<file path="config.mk">
export PLATFORM = sky130hd
export DESIGN_NAME = qea_host_loader
export DESIGN_NICKNAME = d
export VERILOG_FILES = /design/src/rtl/qea_host_loader.sv
export SDC_FILE = /design/constraint.sdc
export NUM_CORES = 1
export LEC_CHECK = 0
export ABC_AREA = 1
export CORE_AREA = 5 5 385 387
export CTS_CLUSTER_SIZE = 16
export DETAILED_ROUTE_END_ITERATION = 10
export DIE_AREA = 0 0 390 392
export PLACE_DENSITY = 0.34
export RECOVER_POWER = 50
export SETUP_SLACK_MARGIN = 0.05
export SYNTH_ARGS = -nofsm -noshare
export SYNTH_HDL_FRONTEND = slang
export SYNTH_SLANG_ARGS = --single-unit
</file>
<file path="constraint.sdc">
create_clock -name clk -period 3.6 [get_ports clk]
set_input_delay 0.72 -clock clk [delete_from_list [all_inputs] [get_ports clk]]
set_output_delay 0.72 -clock clk [all_outputs]
set_load 0.05 [all_outputs]
</file>
<file path="src/rtl/qea_host_loader.sv">
// Host sequencer for the QEA: streams gate context into CTX RAM, seeds STATE RAM with |0..0>,
// runs the core and streams the state vector back out. Optional RUN watchdog: QEA_HOST_TIMEOUT_EN.
module qea_host_loader #(
    parameter int unsigned PE_NUM_WIDTH            = 2,
    parameter int unsigned PE_NUM                  = 4,
    parameter int unsigned DATA_WIDTH              = 32,
    parameter int unsigned STATE_DATA_WIDTH        = 64,
    parameter int unsigned STATE_ADDR_WIDTH        = 16,
    parameter int unsigned GATE_CONTEXT_DATA_WIDTH = 64,
    parameter int unsigned GATE_CONTEXT_ADDR_WIDTH = 16,
    parameter int unsigned MAX_QBIT_WIDTH          = 6,
    parameter int unsigned NUM_FRAC_BIT            = 30,
    parameter int unsigned TIMEOUT_CYCLES          = 32'd16777216
) (
    input  logic                                   clk,
    input  logic                                   rst_n,
    input  logic                                   i_go,
    input  logic [MAX_QBIT_WIDTH-1:0]              i_qbit_num,
    input  logic [GATE_CONTEXT_ADDR_WIDTH-1:0]     i_ins_num,
    input  logic                                   i_ctx_valid,
    output logic                                   o_ctx_ready,
    input  logic [GATE_CONTEXT_DATA_WIDTH-1:0]     i_ctx_data,
    output logic                                   o_ctx_en,
    output logic                                   o_ctx_wea,
    output logic [GATE_CONTEXT_ADDR_WIDTH-1:0]     o_ctx_addr,
    output logic [GATE_CONTEXT_DATA_WIDTH-1:0]     o_ctx_data,
    output logic                                   o_state_ena,
    output logic                                   o_state_wea,
    output logic [STATE_ADDR_WIDTH-1:0]            o_state_addra,
    output logic [PE_NUM*STATE_DATA_WIDTH-1:0]     o_state_dina,
    input  logic [PE_NUM*STATE_DATA_WIDTH-1:0]     i_state_dout,
    output logic                                   o_start,
    input  logic                                   i_complete,
    output logic                                   o_rd_valid,
    input  logic                                   i_rd_ready,
    output logic [PE_NUM*STATE_DATA_WIDTH-1:0]     o_rd_data,
    output logic                                   o_rd_last,
    output logic                                   o_busy,
    output logic                                   o_done,
    output logic                                   o_err,
    output logic [31:0]                            o_cycles
);
    localparam int unsigned SAW  = STATE_ADDR_WIDTH;
    localparam int unsigned GCAW = GATE_CONTEXT_ADDR_WIDTH;
    localparam int unsigned MQW  = MAX_QBIT_WIDTH;
    localparam int unsigned SW   = PE_NUM * STATE_DATA_WIDTH;
    localparam int unsigned NW   = SAW + 1;
    localparam int unsigned ONE_BIT = (PE_NUM - 1) * STATE_DATA_WIDTH
                                    + (STATE_DATA_WIDTH - DATA_WIDTH) + NUM_FRAC_BIT;
    localparam logic [SW-1:0] INIT_WORD = SW'(1) << ONE_BIT;

    typedef enum logic [3:0] {
        S_IDLE, S_CTX, S_INIT, S_START, S_RUN, S_RD_ADDR, S_RD_WAIT, S_RD_OUT, S_DONE
    } state_t;

    state_t            state_q, state_d;
    logic [SAW-1:0]    k_q, k_d;
    logic [GCAW-1:0]   beats_q, beats_d;
    logic [GCAW-1:0]   ins_q;
    logic [MQW-1:0]    qbit_q;
    logic [31:0]       cycles_d;

    logic              bad_go_c, last_beat_c, timeout_c, ctx_beat_c;
    logic [MQW-1:0]    shift_c;
    logic [NW-1:0]     n_words_c;
    logic [SAW-1:0]    n_last_c;
    logic [31:0]       cyc_inc_c;

    logic busy_d, ctx_ready_d, start_d, done_d, err_d, ctx_we_d;
    logic st_ena_d, st_wea_d, rd_valid_d, rd_last_d;
    logic [SW-1:0] st_din_d;

    // N-1 computed one bit wider so that N = 2**SAW lands on all-ones
    assign shift_c     = qbit_q - MQW'(PE_NUM_WIDTH);
    assign n_words_c   = NW'(1) << shift_c;
    assign n_last_c    = SAW'(n_words_c - NW'(1));
    assign bad_go_c    = (i_qbit_num < MQW'(PE_NUM_WIDTH)) ||
                         (i_qbit_num > MQW'(SAW + PE_NUM_WIDTH));
    assign last_beat_c = (beats_q == ins_q - GCAW'(1));
    assign ctx_beat_c  = (state_q == S_CTX) && i_ctx_valid && o_ctx_ready;
    assign cyc_inc_c   = (&o_cycles) ? o_cycles : o_cycles + 32'd1;
`ifdef QEA_HOST_TIMEOUT_EN
    assign timeout_c   = (state_q == S_RUN) && (cyc_inc_c == 32'(TIMEOUT_CYCLES));
`else
    assign timeout_c   = 1'b0;
`endif

    always_ff @(posedge clk or negedge rst_n) begin
        if (!rst_n) begin
            state_q  <= S_IDLE;
            k_q      <= '0;
            beats_q  <= '0;
            ins_q    <= '0;
            qbit_q   <= '0;
            o_cycles <= '0;
        end else begin
            state_q  <= state_d;
            k_q      <= k_d;
            beats_q  <= beats_d;
            o_cycles <= cycles_d;
            if (state_q == S_IDLE && i_go) begin
                ins_q  <= i_ins_num;
                qbit_q <= i_qbit_num;
            end
        end
    end

    always_comb begin
        state_d  = state_q;
        k_d      = k_q;
        beats_d  = beats_q;
        cycles_d = o_cycles;
        case (state_q)
            S_IDLE: begin
                k_d     = '0;
                beats_d = '0;
                if (i_go && !bad_go_c)
                    state_d = (i_ins_num == '0) ? S_INIT : S_CTX;
            end
            S_CTX: if (ctx_beat_c) begin
                beats_d = beats_q + GCAW'(1);
                if (last_beat_c) state_d = S_INIT;
            end
            S_INIT: begin
                if (k_q == n_last_c) begin
                    k_d     = '0;
                    state_d = S_START;
                end else begin
                    k_d = k_q + SAW'(1);
                end
            end
            S_START: begin
                cycles_d = '0;
                state_d  = S_RUN;
            end
            // the START cycle never samples i_complete, so a stale level is masked
            S_RUN: begin
                cycles_d = cyc_inc_c;
                if (i_complete)     state_d = S_RD_ADDR;
                else if (timeout_c) state_d = S_IDLE;
            end
            S_RD_ADDR: state_d = S_RD_WAIT;
            S_RD_WAIT: state_d = S_RD_OUT;
            S_RD_OUT: if (i_rd_ready) begin
                if (k_q == n_last_c) begin
                    k_d     = '0;
                    state_d = S_DONE;
                end else begin
                    k_d     = k_q + SAW'(1);
                    state_d = S_RD_ADDR;
                end
            end
            S_DONE:  state_d = S_IDLE;
            default: state_d = S_IDLE;
        endcase
    end

    // Next values of the registered outputs; they line up with the state they describe
    always_comb begin
        busy_d      = (state_d != S_IDLE);
        ctx_ready_d = (state_d == S_CTX);
        start_d     = (state_d == S_START);
        done_d      = (state_d == S_DONE);
        err_d       = (state_q == S_IDLE && i_go && bad_go_c) ||
                      (state_q == S_RUN && !i_complete && timeout_c);
        ctx_we_d    = ctx_beat_c;
        st_ena_d    = (state_d == S_INIT) || (state_d == S_RD_ADDR);
        st_wea_d    = (state_d == S_INIT);
        st_din_d    = (state_d == S_INIT && k_d == '0) ? INIT_WORD : '0;
        rd_valid_d  = (state_d == S_RD_OUT);
        rd_last_d   = rd_valid_d && (k_d == n_last_c);
    end

    always_ff @(posedge clk or negedge rst_n) begin
        if (!rst_n) begin
            o_busy        <= 1'b0;
            o_ctx_ready   <= 1'b0;
            o_start       <= 1'b0;
            o_done        <= 1'b0;
            o_err         <= 1'b0;
            o_ctx_en      <= 1'b0;
            o_ctx_wea     <= 1'b0;
            o_ctx_addr    <= '0;
            o_ctx_data    <= '0;
            o_state_ena   <= 1'b0;
            o_state_wea   <= 1'b0;
            o_state_addra <= '0;
            o_state_dina  <= '0;
            o_rd_valid    <= 1'b0;
            o_rd_last     <= 1'b0;
            o_rd_data     <= '0;
        end else begin
            o_busy        <= busy_d;
            o_ctx_ready   <= ctx_ready_d;
            o_start       <= start_d;
            o_done        <= done_d;
            o_err         <= err_d;
            o_ctx_en      <= ctx_we_d;
            o_ctx_wea     <= ctx_we_d;
            o_state_ena   <= st_ena_d;
            o_state_wea   <= st_wea_d;
            o_state_addra <= k_d;
            o_state_dina  <= st_din_d;
            o_rd_valid    <= rd_valid_d;
            o_rd_last     <= rd_last_d;
            if (ctx_we_d) begin
                o_ctx_addr <= beats_q;
                o_ctx_data <= i_ctx_data;
            end
            if (state_q == S_RD_WAIT) o_rd_data <= i_state_dout;
        end
    end
endmodule

</file>
## Word-level counts from Yosys, hierarchy flattened

Cells that the tools add are included.

| word-level totals | value |
|---|---|
| bits in registers | 691 |
| input bits | 348 |

| cells by class | value |
|---|---|
| add/sub/neg operators | 6 |
| magnitude comparators | 2 |
| equal/unequal tests | 18 |
| shift operators | 1 |
| muxes and demuxes | 17 |
| reduce and logical (&&, ||, !) cells | 19 |

Operators by type and width:

| operator | number |
|---|---|
| $mux 255 | 1 |
| $pmux 32 s2 | 1 |
| $eq 16x16->1 | 3 |
| $mux 16 | 3 |
| $pmux 16 s3 | 1 |
| $add 16x1->16 const B | 2 |
| $add 32x1->32 const B | 1 |
| $logic_not 16->1 | 2 |
| $mux 32 | 1 |
| $pmux 16 s2 | 1 |
| $pmux 4 s8 | 1 |
| $reduce_and 32->1 | 1 |
| $sub 16x1->16 const B | 2 |
| $mux 4 | 7 |
| $eq 4x3->1 const B | 6 |
| $eq 4x2->1 const B | 4 |
| $shl 1x6->16 const A | 1 |
| $eq 4x1->1 const B | 2 |
| $logic_and 1x1->1 | 7 |
| $gt 6x5->1 const B | 1 |
| $lt 6x2->1 const B | 1 |
| $sub 6x2->6 const B | 1 |
| $eq 4x4->1 const B | 1 |
| $logic_not 4->1 | 1 |
| other kinds (7) | 11 |

## Depth between registers and ports, before layout

| depth | value |
|---|---|
| depth in word-level cells | 10 |
| depth in mapped cells | 28 |
| depth with buffers taken out | 27 |

## Worst setup path after synthesis

Ideal clock, no wire load.

| timing path | value |
|---|---|
| path type | reg-to-reg |
| start point | register qbit_q[1] |
| end point | register o_busy |
| setup time | 0.130 ns |
| arrival | 3.303 ns |
| data required time | 3.470 ns |
| slack | 0.166 ns |
| cell stages (with the launch flop) | 24 |
| path buffers | 1 |
| period minus slack after synthesis | 3.434 ns |
| path through | dfrtp_1 > inv_2 > ha_1 > xnor2_1 > inv_1 > nor2_2 > buf_6 > nand3_2 > ha_1 > xor2_1 > nand2_1 > nor2_1 > nand3_1 > nor2_1 > nand3_1 > nor2_1 > nand3_2 > nor2_2 > nand2_1 > nand2_1 > nand3_1 > or2_1 > inv_1 > nand4_1 |

| on the way | value |
|---|---|
| cells in the longest elaborated chain, start to end | 8 |
| elaborated cells on any way between the ends | 9 |
| those cells by class | 2 x add/sub; 1 x eq/ne; 1 x shift; 4 x mux; 1 x reduce/logical |

RTL lines:

| item | RTL line | source |
|---|---|---|
| start: declaration | 60 | `logic [MQW-1:0] qbit_q;` |
| start signal: assignment | 103 | `qbit_q <= i_qbit_num;` |
| $sub 6x2->6 * | 74 | `assign shift_c = qbit_q - MQW'(PE_NUM_WIDTH);` |
| $shl 1x6->16 * | 75 | `assign n_words_c = NW'(1) << shift_c;` |
| $sub 16x1->16 * | 76 | `assign n_last_c = SAW'(n_words_c - NW'(1));` |
| $eq 16x16->1 * | 125, 145 |  |
| $mux 4 | 145 | `if (k_q == n_last_c) begin` |
| $mux 4 | 144 | `S_RD_OUT: if (i_rd_ready) begin` |
| $pmux 4 s8 * | 113 | `case (state_q)` |
| via state_d[2] | 56 | `state_t state_q, state_d;` |
| $reduce_bool 4->1 * | 160 | `busy_d = (state_d != S_IDLE);` |
| via busy_d | 69 | `logic busy_d, ctx_ready_d, start_d, done_d, err_d, ctx_we_d;` |
| end signal: assignment | 193 | `o_busy <= busy_d;` |
| end: declaration | 38 | `output logic o_busy,` |

The timed path passes the listed nets; every way through them passes the cells marked *.
A chain may end at the register's enable or synchronous reset.

## Worst setup path in the final report

| timing path | value |
|---|---|
| start point | register qbit_q[1] |
| end point | register o_rd_last |

| on the way | value |
|---|---|
| cells in the longest elaborated chain, start to end | 9 |
| elaborated cells on any way between the ends | 14 |
| those cells by class | 2 x add/sub; 3 x eq/ne; 1 x shift; 7 x mux; 1 x reduce/logical |

RTL lines:

| item | RTL line | source |
|---|---|---|
| $sub 6x2->6 * | 74 |  |
| $shl 1x6->16 * | 75 |  |
| $sub 16x1->16 * | 76 |  |
| $eq 16x16->1 * | 125, 145 |  |
| $mux 16 * | 125, 145 |  |
| $mux 16 | 144 |  |
| $pmux 16 s3 * | 113 |  |
| via k_d[13] | 57 | `logic [SAW-1:0] k_q, k_d;` |
| $eq 16x16->1 * | 171 | `rd_last_d = rd_valid_d && (k_d == n_last_c);` |
| $logic_and 1x1->1 * | 171 |  |
| via rd_last_d | 70 | `logic st_ena_d, st_wea_d, rd_valid_d, rd_last_d;` |
| end signal: assignment | 205 | `o_rd_last <= rd_last_d;` |
| end: declaration | 37 | `output logic o_rd_last,` |

Marked as above.

==> results.tsv <==
stage	metric	value	unit
place	DP Worst Slack	-0.1677	ns
floorplan	Vert. Die Dim	392	um
logic_synthesis	fraction of the yosys area taken by sequential cells	51.76	%
cells_and_area	net count reported at finish	3300	
worst_setup_path	cell depth of the worst flop-to-flop path	26	
logic_synthesis	count of synthesis-stage warnings from yosys	0	
logic_synthesis	average instance area after synthesis	10.05	um^2
worst_hold_path	worst min path class	flop to flop	
place	DPL Wire Length	78.71	mm
timing	Tmin final	3.401	ns
timing	Max transition margin	-28.93	%
drt	Routed Antenna Nets	0	
drt	number of violations reported at the end of detailed-routing iteration 0	546	
logic_synthesis	most common cell in the synthesized netlist	sky130_fd_sc_hd__dfrtp_1	
power	leakage power figure	0.01438	uW
cts	total clock sinks	437	
power	net switching power	16640	uW
logic_synthesis	leading area contributor after synthesis	sky130_fd_sc_hd__dfrtp_1	
global_route	antenna violations before repair	49	
logic_synthesis	most common flop cell mapped by yosys	sky130_fd_sc_hd__dfrtp_1	
timing	Max Clock Freq	294.0	MHz
global_route	combined global-route utilization of all metal layers	12.25	%
timing	Worst Clk Skew	0.06096	ns
worst_setup_path	most used cell along the critical path	sky130_fd_sc_hd__nand2_1	
place	count of buffers inserted at the top-level ports	743	
power	share of total power in the clock network	18.6	%
worst_setup_path	max incr delay on CP	0.38	ns
worst_hold_path	Hold Path Stages	2	
power	fraction of power spent switching nets	48.64	%
cts	worst-skew pair later-pin latency	0.68	ns
status	violated checks	max-capacitance violations, max-slew violations	
place	routability congestion estimate from global placement	0.7588	
drt	via total after detailed routing	17290	
worst_setup_path	critical path arrival	3.95	ns
timing	Worst Max-Slew Pin Slew	1.934	ns
logic_synthesis	count of different cell masters after synthesis	49	
cts	H-tree depth	2	
cts	Inserted Clock Buffers	60	
logic_synthesis	cell count after synthesis	2102	
status	status	finished with violations	
power	portion of total power attributed to combinational logic	57.0	%
power	peak supply drop	0.7781	mV
cts	maximum buffer depth of the clock tree	3	
cells_and_area	Area growth syn-to-layout	55.49	%
power	internal power	17570	uW
logic_synthesis	Mapped Area	21130	um^2
worst_setup_path	CP Capture Type	flop	
global_route	global routing met1 resource utilization	12.03	%
worst_setup_path	element type at the critical path start	flop	
logic_synthesis	EDFF count, synth	0	
cts	TritonCTS clock tree	built	
global_route	maximum number of pins on one net before global-route repair	85	
timing	setup repair after global routing missed its margin	true	
drt	DRT Pass-1 Iters	4	
logic_synthesis	number of register bits inferred by synthesis	437	
worst_setup_path	cell type of the slowest stage on the worst timing path	sky130_fd_sc_hd__dfrtp_1	
global_route	global-route met3 utilization	7.211	%
worst_setup_path	maximum fanout along the worst path	8	
timing	worst hold slack	0.4655	ns
logic_synthesis	portion of synthesized cell area occupied by the leading cell type	51.76	%
timing	pins over their slew limit	133	
floorplan	number of primary I/O pins	999	
global_route	layer with the highest usage after global routing	met2	
cts	clock input transition at the sequential cells of the worst setup and hold paths	0.06	ns
logic_synthesis	list of most frequent post-synthesis cells	sky130_fd_sc_hd__dfrtp_1, sky130_fd_sc_hd__nand2_1, sky130_fd_sc_hd__mux2_2, sky130_fd_sc_hd__buf_4, sky130_fd_sc_hd__inv_1	
worst_setup_path	Buf/Inv on CP	4	
power	sequential power share	24.4	%
place	placed cell count	4792	
timing	Hold Fails Final Rpt	0	
drt	detail-routed net length per standard cell	19.91	um
drt	Via density	3.506	
cells_and_area	multi-input gate area in the final layout	8663	um^2
global_route	grt total ovfl	0	
worst_setup_path	required arrival time at the worst endpoint	4.15	ns
cells_and_area	proportion of layout cells with a drive suffix above 1	18.09	%
timing	final setup violating endpoints	0	
flow_run	max-cap violation count	2	
cells_and_area	Reg area	10940	um^2
logic_synthesis	cells taking the most area after synthesis	sky130_fd_sc_hd__dfrtp_1, sky130_fd_sc_hd__mux2_2, sky130_fd_sc_hd__buf_4	
drt	Residual DRC	0	
timing	Tcrit/Tclk final	94.48	%
drt	Total Routed Length	98.19	mm
floorplan	Die Footprint	152900	um^2
cells_and_area	Filler Cell Count	15800	
floorplan	initial core utilization	14.62	%
global_route	wire length of the first global-routing pass	135.1	mm
floorplan	cell row count	140	
global_route	met2 layer usage reported by global route	21.63	%
floorplan	die outline width	390	um
floorplan	Core Region	144500	um^2
cells_and_area	non-filler cells, final	4931	
logic_synthesis	share of async-settable or async-resettable flops after synthesis	100.0	%
worst_setup_path	Critical Path Stages	26	
timing	crit path setup slack, layout	0.1988	ns
worst_setup_path	CP Class	flop to flop	
worst_setup_path	critical path's top delay family	simple AND/OR/NAND/NOR gates	
global_route	number of global-route vias before repair	17780	
power	power per unit of standard cell area	1041	nW/um^2
cts	cell at the root of the clock tree	sky130_fd_sc_hd__clkbuf_16	
[power groups by stage]
stage	clock network (uW)	logic, uW	registers [uW]
6_report	6380	19500	8350
5_1_grt	6850	20500	8650
4_1_cts	6700	19800	8400
3_5_place_dp	0	19700	8440
3_3_place_gp	0	19800	8430
2_1_floorplan	0	5390	15200
[per-layer routing]
| layer | vias to the layer above | part of all wire (%) |
|---|---|---|
| li1 | 8130 | - |
| met1 | 8295 | 33 |
| met2 | 651 | 50 |
| met3 | 157 | 13 |
| met4 | 54 | 3.1 |
| met5 | - | 0.36 |
[logic make-up after synthesis]
| logic type | count (synthesis) | share of synthesized area, % |
|---|---|---|
| AO/OA/AOI/OAI | 155 | 4.317 |
| XOR/XNOR | 37 | 1.534 |
| adder cells (fa/ha/maj) | 6 | 0.3553 |
| buffers and inverters | 456 | 12.76 |
| flip-flops | 437 | 51.76 |
| multiplexers | 268 | 14.28 |
| other | 1 | 0.01775 |
| AND/OR/NAND/NOR | 742 | 14.98 |
[state kept, by name (all words and copies together) (netlist names), 4 cells and up]
| register | cells |
|---|---|
| beats_q | 16 |
| ins_q | 16 |
| o_ctx_addr | 16 |
| o_ctx_data | 64 |
| o_cycles | 32 |
| o_rd_data | 256 |
| o_state_addra | 16 |
| qbit_q | 6 |
| state_q | 4 |
[per-stage QoR]
stage	utilization, %	instance area (um^2)	TNS (ns)	total power [uW]
floorplan	-	22080	0	20570
global placement	21.18	30610	-0.9229	28250
detailed placement	21.18	30610	-0.6219	28160
CTS	22.67	32770	0	34910
global route	22.71	32820	-0.2203	36040
finish	22.73	32850	0	34210
[what timing repair did]
item	4_1_cts	5_1_grt
pin swaps	1	12
hold buffers	1	0
buffers inserted	2	6
endpoints found under the setup margin	8	13
gates resized for setup	9	47
hold endpoints to repair	39	0
[worst reg2reg max path, delay by kind of cell (launching register included)]
kind	cells	cell delay (ns)
simple gates	17	1.71
buf+inv	4	0.45
xor+xnor	2	0.23
compound gates	1	0.12
fa+ha+maj	2	0.44
flops	1	0.38
[worst paths after layout]
| kind | start | end | slack, ns |
|---|---|---|---|
| worst max-delay path | qbit_q[1] | o_rd_last | 0.20 |
| worst min-delay path | o_ctx_data[33] | o_ctx_data[33] | 0.47 |
| worst max register to register | qbit_q[1] | o_rd_last | 0.20 |
| worst min register to register | o_ctx_data[33] | o_ctx_data[33] | 0.47 |
| max in group asynchronous | rst_n | qbit_q[2] | 0.50 |
| min in group asynchronous | rst_n | o_rd_data[16] | 1.09 |
[placed cells by master, fill, tap and decap left out, drive strengths merged, types with 6 or more instances in the layout]
cell | Yosys | layout
clkdlybuf4s50 | 0 | 742
nand3 | 75 | 75
diode | 0 | 18
nand2 | 436 | 436
a21oi | 59 | 59
ha | 6 | 6
dfrtp | 437 | 437
nor3 | 38 | 38
clkbuf | 54 | 102
nor4 | 9 | 9
mux2 | 268 | 268
xnor2 | 10 | 10
nand4 | 29 | 29
nor2 | 140 | 140
xor2 | 27 | 27
nand3b | 7 | 7
clkinv | 2 | 16
buf | 262 | 85
conb | 1 | 255
o21ai | 67 | 67
inv | 138 | 142
[area by class of cell]
class,count,share of cell area [%]
timing repair buffer,844,24.93
clock inverter,26,0.9559
sequential,437,33.29
multi-input combinational,1463,26.37
clock buffer,86,5.419
antenna,18,0.1371
tap,1917,7.301
inverter,140,1.600
(Power assumes the default switching activity.)
